==> src/rtl/square_root_engine.sv <==
// Iterative integer square root: one root bit per clock, start/ready/valid handshake.
// Define SQRT_ROUND_EN to round the root output to nearest; the remainder stays the floor remainder.
module square_root_engine #(
    parameter int unsigned WIDTH = 8,
    localparam int unsigned ROOT_WIDTH = WIDTH / 2
) (
    input  logic                  clock,
    input  logic                  clear_n,
    input  logic                  start,
    input  logic                  abort,
    input  logic [WIDTH-1:0]      alpha,
    output logic                  ready,
    output logic                  valid,
    output logic [ROOT_WIDTH-1:0] root,
    output logic [ROOT_WIDTH:0]   remainder
);

    localparam int unsigned RW = ROOT_WIDTH;
    localparam int unsigned TW = RW + 3;
    localparam int unsigned CW = (RW > 1) ? $clog2(RW) : 1;

    typedef enum logic [1:0] {S_IDLE, S_RUN, S_DONE} state_e;

    state_e          state_q, state_d;
    logic [WIDTH-1:0] opnd_q, opnd_d;
    logic [RW-1:0]   wroot_q, wroot_d;
    logic [RW:0]     wrem_q, wrem_d;
    logic [CW-1:0]   cnt_q, cnt_d;
    logic [RW-1:0]   root_q, root_d;
    logic [RW:0]     rem_q, rem_d;
    logic            ready_q, ready_d;
    logic            valid_q, valid_d;

    logic [1:0]      pair;
    logic [TW-1:0]   trial;
    logic [RW-1:0]   root_nx;
    logic [RW:0]     rem_nx;
    logic [RW-1:0]   root_out;

    // One digit-recurrence step on the current work registers.
    always_comb begin
        pair  = opnd_q[WIDTH-1 -: 2];
        trial = TW'({wrem_q, pair}) - TW'({wroot_q, 2'b01});
        if (trial[TW-1]) begin
            rem_nx  = (RW+1)'({wrem_q, pair});
            root_nx = RW'({wroot_q, 1'b0});
        end else begin
            rem_nx  = (RW+1)'(trial);
            root_nx = RW'({wroot_q, 1'b1});
        end
`ifdef SQRT_ROUND_EN
        // Round up when rem > root, i.e. alpha lies above (root+0.5)^2; saturate at all-ones.
        if ((rem_nx > {1'b0, root_nx}) && (root_nx != {RW{1'b1}}))
            root_out = root_nx + RW'(1);
        else
            root_out = root_nx;
`else
        root_out = root_nx;
`endif
    end

    always_comb begin
        state_d = state_q;
        opnd_d  = opnd_q;
        wroot_d = wroot_q;
        wrem_d  = wrem_q;
        cnt_d   = cnt_q;
        root_d  = root_q;
        rem_d   = rem_q;
        unique case (state_q)
            S_IDLE: begin
                if (start && !abort) begin
                    opnd_d  = alpha;
                    wroot_d = '0;
                    wrem_d  = '0;
                    cnt_d   = CW'(RW - 1);
                    state_d = S_RUN;
                end
            end
            S_RUN: begin
                if (abort) begin
                    state_d = S_IDLE;
                end else begin
                    opnd_d  = opnd_q << 2;
                    wroot_d = root_nx;
                    wrem_d  = rem_nx;
                    if (cnt_q == '0) begin
                        root_d  = root_out;
                        rem_d   = rem_nx;
                        state_d = S_DONE;
                    end else begin
                        cnt_d = cnt_q - CW'(1);
                    end
                end
            end
            S_DONE:  state_d = S_IDLE;
            default: state_d = S_IDLE;
        endcase
        ready_d = (state_d == S_IDLE);
        valid_d = (state_d == S_DONE);
    end

    always_ff @(posedge clock or negedge clear_n) begin
        if (!clear_n) begin
            state_q <= S_IDLE;
            opnd_q  <= '0;
            wroot_q <= '0;
            wrem_q  <= '0;
            cnt_q   <= '0;
            root_q  <= '0;
            rem_q   <= '0;
            ready_q <= 1'b1;
            valid_q <= 1'b0;
        end else begin
            state_q <= state_d;
            opnd_q  <= opnd_d;
            wroot_q <= wroot_d;
            wrem_q  <= wrem_d;
            cnt_q   <= cnt_d;
            root_q  <= root_d;
            rem_q   <= rem_d;
            ready_q <= ready_d;
            valid_q <= valid_d;
        end
    end

    assign ready     = ready_q;
    assign valid     = valid_q;
    assign root      = root_q;
    assign remainder = rem_q;

endmodule

==> config.mk <==
export PLATFORM = sky130hd
export DESIGN_NAME = square_root_engine
export DESIGN_NICKNAME = d
export VERILOG_FILES = /design/src/rtl/square_root_engine.sv
export SDC_FILE = /design/constraint.sdc
export NUM_CORES = 1
export LEC_CHECK = 0
export ABC_CLOCK_PERIOD_IN_PS = 2680
export CAP_MARGIN = 0
export CELL_PAD_IN_SITES_DETAIL_PLACEMENT = 1
export CELL_PAD_IN_SITES_GLOBAL_PLACEMENT = 1
export CORE_ASPECT_RATIO = 2
export CORE_UTILIZATION = 45
export CTS_CLUSTER_DIAMETER = 120
export DETAILED_ROUTE_END_ITERATION = 10
export PLACE_DENSITY = 0.93
export SLEW_MARGIN = 10
export SYNTH_ARGS = -nofsm -noshare
export SYNTH_HDL_FRONTEND = slang
export SYNTH_SLANG_ARGS = --single-unit
==> constraint.sdc <==
create_clock -name clock -period 2.68 [get_ports clock]
set_input_delay 0.536 -clock clock [delete_from_list [all_inputs] [get_ports clock]]
set_output_delay 0.536 -clock clock [all_outputs]
set_load 0.02 [all_outputs]
== Word level (Yosys, flattened, before mapping) ==
Cells that the tools add are included.

* Bits in registers: 32
* Bits in latches: 0
* Memory bits (writable): 0
* Bits in read-only memories: 0
* Input port bits: 12
* Output and inout port bits: 11
* Word-level logic and storage cells: 45
* Memories: 0

* $add $sub $neg: 2
* $mul: 0
* Divide/modulo/power cells: 0
* Magnitude comparators: 0
* Equality and inequality tests: 5
* Shift-type cells: 0
* Muxes and demuxes: 19
* Bitwise gates (word level): 1
* Reductions and logical operators: 9

{| class="wikitable"
|+ Operators with widths
! operator !! number
|-
| 2-to-1 mux 8 bit || 2
|-
| case mux 8 bit (2 select lines) || 1
|-
| 2-to-1 mux 5 bit || 3
|-
| 2-to-1 mux 2 bit || 6
|-
| case mux 5 bit (2 select lines) || 1
|-
| 2-to-1 mux 4 bit || 2
|-
| case mux 2 bit (2 select lines) || 2
|-
| case mux 4 bit (2 select lines) || 1
|-
| subtractor 7 x 6 -> 7 bit || 1
|-
| zero test 2 bit || 3
|-
| inequality test 2 bit, second input constant || 3
|-
| AND reduction 3 bit || 2
|-
| AND reduction 4 bit || 1
|-
| equality test 2 x 1 -> 1 bit, second input constant || 1
|-
| equality test 2 bit, second input constant || 1
|-
| nonzero test 2 bit || 1
|-
| subtractor 2 x 1 -> 2 bit, second input constant || 1
|-
| logical AND 1 bit || 1
|-
| zero test 1 bit || 1
|-
| 2-to-1 mux 1 bit || 1
|-
| inverter 1 bit || 1
|}

== Logic depth before layout (Yosys ltp) ==
Gate-level depths: netlist of the first run.

* Depth after elaboration: 5
* Gate-level depth with buffers: 7
* Depth with buffers taken out: 7

== Worst setup path after synthesis of the first run ==
Ideal clock, no wire load.

* Path type: reg2reg
* From: register wroot_q[3]
* To: register rem_q[4] (netlist: remainder[4])
* Library setup time: 0.077 ns
* Arrival: 1.619 ns
* Slack: 0.984 ns
* Cell stages (with the launch flop): 8
* Path buffers: 0
* Clock period less this slack: 1.696 ns
* Cell sequence: dfrtp_1 > inv_1 > ha_1 > a21oi_2 > mux2_2 > a41oi_1 > o311ai_1 > o21ai_1

* Cells in the longest elaborated chain, start to end: 2

{| class="wikitable"
|+ RTL lines
! item !! line !! text
|-
| start, declared || 26 || <nowiki>logic [RW-1:0] wroot_q, wroot_d;</nowiki>
|-
| start signal, assigned || 117 || <nowiki>wroot_q <= wroot_d;</nowiki>
|-
| subtractor 7 x 6 -> 7 bit || 43 || <nowiki>trial = TW'({wrem_q, pair}) - TW'({wroot_q, 2'b01});</nowiki>
|-
| 2-to-1 mux 5 bit || 44 || <nowiki>if (trial[TW-1]) begin</nowiki>
|-
| end signal, assigned || 121 || <nowiki>rem_q <= rem_d;</nowiki>
|-
| end, declared || 30 || <nowiki>logic [RW:0] rem_q, rem_d;</nowiki>
|}

Every way passes these cells.
A chain may end at the register's enable or synchronous reset.

== Worst setup path in the final report of the first run ==
* From: register wroot_q[0]
* To: register wrem_q[3]

* Cells in the longest elaborated chain, start to end: 4

{| class="wikitable"
|+ RTL lines
! item !! line !! text
|-
| subtractor 7 x 6 -> 7 bit || 43 ||
|-
| 2-to-1 mux 5 bit || 44 ||
|-
| 2-to-1 mux 5 bit || 81 || <nowiki>if (abort) begin</nowiki>
|-
| case mux 5 bit (2 select lines) || 70 || <nowiki>unique case (state_q)</nowiki>
|-
| end signal, assigned || 118 || <nowiki>wrem_q <= wrem_d;</nowiki>
|-
| end, declared || 27 || <nowiki>logic [RW:0] wrem_q, wrem_d;</nowiki>
|}

Every way passes these cells. The select of a mux whose other input is x is not followed.

==> results.toml, run 1 <==
[outcome]
status = "completed"

[die]
rows = 31
fp.coreArea_um2 = 3610
die_x_um = 45.4
ios = 23
die_h_um = 88.7
die_area_um2 = 4030
start_util = 0.469

[yosys]
synthesis.nets = 195
ys.warnings.count = 0
postSynth.asyncResetShare = 1.00
synth_top_family_by_area = "compound AO/OA/AOI/OAI gates"
synth_edf_count = 0
synth.area.mux_share = 0.0421
syn_inst = 177
syn_area_um2 = 1690
ys_types = 40
ys.flop_type = "dfrtp_1"
ys_seq_area_frac = 0.474
synth-adder-area-share = 0.0443
post_synth_xor_area_fraction = 0.0237
synth-simple-area-share = 0.160
syn_area_per_cell_um2 = 9.56
ys_seq_elements = 32
synth-compound-area-share = 0.209

[detailed_routing]
drc_errors = 0
viasPerCell = 5.85
wl_per_cell_um = 18.6
postRouteAntennaNets = 0
drtIter0Drc = 66
dr.pass1.iters = 4
finalWirelength_um = 4700
vias = 1480

[global_route]
grt_max_degree = 33
grt_util_all_layers = 0.278
antenna_found_initial = 0
first_global_vias = 1611
grt_remaining_overflow = 0
grt_pass1_wl_um = 7760

[final_layout]
syn_to_final_growth_pct = 22.5
stdcell_count = 253
drive_gt1_frac = 0.103
final_cell_mix = "dfrtp_1 (31), nand2_1 (29), clkdlybuf4s50_1 (22)"
final_common_cell = "dfrtp_1"
num_antenna_cells = 0
nNetsFinal = 221
fin_util = 0.575

[min_path]
min_delay_path_depth = 2
hold_path_class = "flop to flop"
min_from = "root[1]"
whs_endpoint = "root[1]"

[power_and_ir_drop]
swShare = 0.437
ir_worst_vdd_v = 0.000642
pwr-share-seq = 0.293
p_sw_w = 0.00108
clockPowerShare = 0.189
total_leakage_power_nw = 0.905
intPower_w = 0.00140
power_density_nw_per_um2 = 1190
power_frac_comb = 0.519

[sta]
setup_violations = 0
fin_crit_sh = 0.786
worst_pin_slew_ns = 0.597
clock.fmax_mhz = 475
slew_viol_final = 0
setup_ws_ns = 0.575
min_period_ns = 2.11
slew-limit-headroom = 0.599
fin_skew_ns = 0.0162
fin_tns_setup_ns = 0
rsz0062_at_grt = "false"
hold_violations = 0

[worst_setup_path]
cp-start-kind = "flop"
cp_data_required_time_ns = 2.87
crit_path_max_fanout = 4
r2r_cells = 7
criticalPathCategory = "flop to flop"
r2r_start = "wroot_q[0]"
reg2reg_slack_ns = 0.57
cp.arrival_ns = 2.29
r2r_end = "wrem_q[3]"
cp-end-kind = "flop"

[clocking]
cts_num_sinks = 32
cts_tree = "built"
worstSkewPairLatency_ns = 0.30
path_clk_slew_ns = 0.08
cts.path.max_buffers = 2
cts_hold_buf = 0
postCtsSetupRepairBufs = 0
cts.repair.resized = 0
cts-buffers-inserted = 5
htreeDepth = 2
root_buffer = "clkbuf_8"

[placed_design]
dpl.hpwl_um = 3460
gp_congestion = 0.865
portBuffers = 22
post-place-ws_ns = 0.390
dp.cells = 245

[run]
cap_violations = 0
## layer usage
| layer | GRT usage | wire, um | share of wire | up-vias |
|---|---|---|---|---|
| li1 | - | - | - | 675 |
| met1 | 0.287 | 1620 | 0.35 | 712 |
| met2 | 0.477 | 2580 | 0.55 | 67 |
| met3 | 0.0490 | 186 | 0.040 | 26 |
| met4 | 0.204 | 311 | 0.066 | 0 |
| met5 | 0 | 0 | 0 | - |
## cells in the mapped netlist (3+ instances only)
cell type / number / share of area
a21oi_2: 3 / 0.016
a31oi_1: 3 / 0.011
buf_2: 3 / 0.0089
dfrtp_1: 31 / 0.46
ha_1: 6 / 0.044
inv_1: 11 / 0.024
mux2i_1: 6 / 0.035
nand2_1: 29 / 0.064
nand3_1: 5 / 0.015
nor2_1: 8 / 0.018
nor2b_1: 4 / 0.015
nor3_1: 3 / 0.0089
o21ai_0: 18 / 0.053
o21ai_1: 10 / 0.030
o31ai_1: 4 / 0.018
## stage by stage
| stage | hold WS (ns) | total power, W | area, um2 |
|---|---|---|---|
| global route | 0.509 | 0.00262 | 2070 |
| global placement | 0.463 | 0.00189 | 1970 |
| CTS | 0.493 | 0.00247 | 2070 |
| finish | 0.485 | 0.00248 | 2070 |
| floorplan | 0.240 | 0.00157 | 1690 |
| detailed placement | 0.475 | 0.00198 | 1970 |
## layout make-up
class / instances / area (um2)
flip-flops and latches: 32 / 802
fillers: 405 / 1530
inverters: 11 / 41.3
clock inverters: 2 / 35.0
multi-input cells: 127 / 812
well taps: 49 / 61.3
clock buffers: 6 / 72.6
repair buffers: 26 / 250
## registers in the layout, summed over array words and instances (netlist names)
name and count:
ready 1, state_q 2, remainder 5, valid 1
opnd_q 8, wrem_q 5, wroot_q 4, root 4
cnt_q 2
## cells by family (layout without fill, tap and decap cells)
family | count (synthesis) | in the layout
AOI/OAI and AO/OA | 54 | 54
and+or+nand+nor | 57 | 57
xor gates and xnor gates | 3 | 3
muxes | 7 | 7
DFF | 32 | 32
buffers and inverters | 18 | 45
adders and majority gates | 6 | 6
## worst max path at each step
| stage | to | from | cells after the start |
|---|---|---|---|
| global placement | remainder[3] | abort | 6 |
| floorplan | remainder[4] | wroot_q[3] | 7 |
| detailed placement | remainder[3] | abort | 6 |
| global route | wrem_q[1] | wrem_q[2] | 6 |
| finish | wrem_q[3] | wroot_q[0] | 7 |
| CTS | wrem_q[3] | wroot_q[0] | 7 |
## critical path: stages, from the launching register on
cell	delay, ns
dfrtp_1	0.39
inv_1	0.12
ha_1	0.29
o21ai_0	0.20
a2bb2oi_1	0.31
a21boi_0	0.39
nand3_1	0.16
o311ai_1	0.13
## power by group through the flow
stage / clock network [W] / logic [W] / registers (W)
final: 0.000467 / 0.00129 / 0.000725
after global routing: 0.000491 / 0.00139 / 0.000738
after CTS: 0.000475 / 0.00127 / 0.000722
after detailed placement: 0 / 0.00125 / 0.000728
after global placement: 0 / 0.00117 / 0.000715
after floorplan: 0 / 0.000833 / 0.000740
Note: power is estimated with default switching activity, not from simulation.
==> run 2, diff against run 1 <==
ABC_CLOCK_PERIOD_IN_PS = 2000   (was 2680)
CORE_UTILIZATION = 41   (was 45)
PLACE_DENSITY = 0.87   (was 0.93)
clock period = 2 ns   (was 2.68 ns; I/O delays follow)
==> run 2 against run 1 <==
  * Combinational power rose by 64%
  * Routed wire length rose by 5.0%
  * Sequential power up 30%
  * Critical path depth did not move
  * Highest routed layer unchanged
==> results.toml, run 2 (synthesis gave the netlist of run 1 again) <==
[outcome]
status = "completed"

[placed_design]
dpl.hpwl_um = 3520
dp.cells = 253
portBuffers = 22
gp_congestion = 0.819

[clocking]
worstSkewPairLatency_ns = 0.29
cts_hold_buf = 0
cts.path.max_buffers = 2
path_clk_slew_ns = 0.07
cts_num_sinks = 32
root_buffer = "clkbuf_8"
cts_tree = "built"
cts-buffers-inserted = 5
htreeDepth = 2

[worst_setup_path]
crit_chain = "inv_1, ha_1, or2_1, o2111a_2, nor3_4, nor3_2, o31ai_1"
crit_path_top_delay_cell = "dfrtp_1"
crit_start = "wroot_q[3]"
r2r_end = "wrem_q[1]"
r2r_start = "wroot_q[3]"
cp-end-kind = "flop"
r2r_cells = 7
cp_data_required_time_ns = 2.18
cp.depth = 7
crit_family = "simple AND/OR/NAND/NOR gates"
endpoint = "wrem_q[1]"
cp.arrival_ns = 2.13
criticalPathCategory = "flop to flop"
crit_buf_inv = 1
reg2reg_slack_ns = 0.05
cp-start-kind = "flop"
crit_path_max_fanout = 4
worst_path_largest_cell_delay_ns = 0.37

[die]
rows = 32
die_area_um2 = 4410
ios = 23
start_util = 0.436
die_x_um = 47.4
die_h_um = 92.9
fp.coreArea_um2 = 3880

[detailed_routing]
postRouteAntennaNets = 0
dr.pass1.iters = 4
finalWirelength_um = 4930
drtIter0Drc = 38
wl_per_cell_um = 18.7
viasPerCell = 5.78
drc_errors = 0
vias = 1525

[sta]
fin_skew_ns = 0.00651
hold_violations = 0
slew_viol_final = 0
min_period_ns = 1.95
worst_pin_slew_ns = 0.648
clock.fmax_mhz = 512
setup_violations = 0
fin_crit_sh = 0.976
slew-limit-headroom = 0.565
rsz0062_at_grt = "true"

[global_route]
antenna_found_initial = 0
grt_pass1_wl_um = 7960
grt_remaining_overflow = 0
first_global_vias = 1730
grt_util_all_layers = 0.257
grt_max_degree = 33

[final_layout]
syn_to_final_growth_pct = 29.8
nFillCells = 465
fin_util = 0.566
stdcell_count = 264
nNetsFinal = 230
num_antenna_cells = 0
drive_gt1_frac = 0.188
regMostFlops = "opnd_q"
final_common_cell = "dfrtp_1"
largest_register_ff_count = 8
final_cell_mix = "dfrtp_1 (31), nand2_1 (29), clkdlybuf4s50_1 (22)"

[run]
cap_violations = 0

[power_and_ir_drop]
p_sw_w = 0.00160
total_leakage_power_nw = 0.956
intPower_w = 0.00198
pwr-share-seq = 0.262
clockPowerShare = 0.148
ir_worst_vdd_v = 0.000685
power_density_nw_per_um2 = 1630
power_frac_comb = 0.590
swShare = 0.447

[min_path]
min_delay_path_depth = 2
hold_path_class = "flop to flop"
==> run 2: cell types whose count changed in the layout (fill, tap and decap cells not counted), sizes merged <==
cell and change:
buf +9, bufinv -1, clkinv +1
==> run 2: final cells by class <==
class                           instances  area (um2)  area share
Clock inverter                          2        10.0     0.00456
Inverter                               11        41.3      0.0188
Clock buffer                            6        82.6      0.0376
Timing Repair Buffer                   35         318       0.145
Multi-Input combinational cell        127         880       0.400
Sequential cell                        32         802       0.365
Tap cell                               51        63.8      0.0290
==> run 2: worst min path at each step <==
stage | startpoint | to
after detailed placement | opnd_q[3] | opnd_q[3]
after CTS | opnd_q[3] | opnd_q[3]
after global placement | opnd_q[4] | opnd_q[4]
final | remainder[0] | remainder[0]
after global routing | opnd_q[3] | opnd_q[3]
after floorplan | clear_n | cnt_q[0]
==> run 2: worst reg2reg max path: stages (launching register included) <==
cell      delay, ns
dfrtp_1        0.37
inv_1          0.06
ha_1           0.36
or2_1          0.30
o2111a_2       0.20
nor3_4         0.19
nor3_2         0.10
o31ai_1        0.27
==> run 2: repair_timing <==
| item | 4_1_cts | 5_1_grt |
|---|---|---|
| pin swaps | 0 | 4 |
| buffers inserted | 0 | 3 |
| endpoints found under the setup margin | 2 | 11 |
| gates resized for setup | 2 | 12 |
==> run 2: through the flow <==
step           cell area, um2  setup slack, ns  setup TNS [ns]  total power [W]  hold WS, ns
2_1_floorplan            1690            0.304               0          0.00211        0.104
3_3_place_gp             2010           0.0689               0          0.00256        0.464
3_5_place_dp             2010          -0.0141         -0.0352          0.00269        0.475
4_1_cts                  2110           0.0126               0          0.00324        0.490
5_1_grt                  2200          -0.0496          -0.143          0.00379        0.522
6_report                 2200           0.0475               0          0.00358        0.489
==> run 2: per-layer routing <==
| layer | GRT usage | vias to the layer above | part of all wire |
|---|---|---|---|
| li1 | - | 694 | - |
| met5 | 0 | - | 0 |
| met4 | 0.167 | 0 | 0.050 |
| met2 | 0.442 | 38 | 0.58 |
| met3 | 0.0409 | 17 | 0.022 |
| met1 | 0.262 | 776 | 0.35 |
==> run 2: power groups by stage <==
| stage | combinational [W] | sequential, W | clock, W |
|---|---|---|---|
| 2_1_floorplan | 0.00112 | 0.000991 | 0 |
| 3_3_place_gp | 0.00162 | 0.000934 | 0 |
| 3_5_place_dp | 0.00174 | 0.000946 | 0 |
| 4_1_cts | 0.00177 | 0.000936 | 0.000536 |
| 5_1_grt | 0.00228 | 0.000954 | 0.000557 |
| 6_report | 0.00211 | 0.000939 | 0.000531 |
==> run 3, diff against run 2 <==
CTS_CLUSTER_SIZE = 25   (was default)
==> results of run 3 <==
No change in the layout: final DEF, timing and power equal those of run 2.
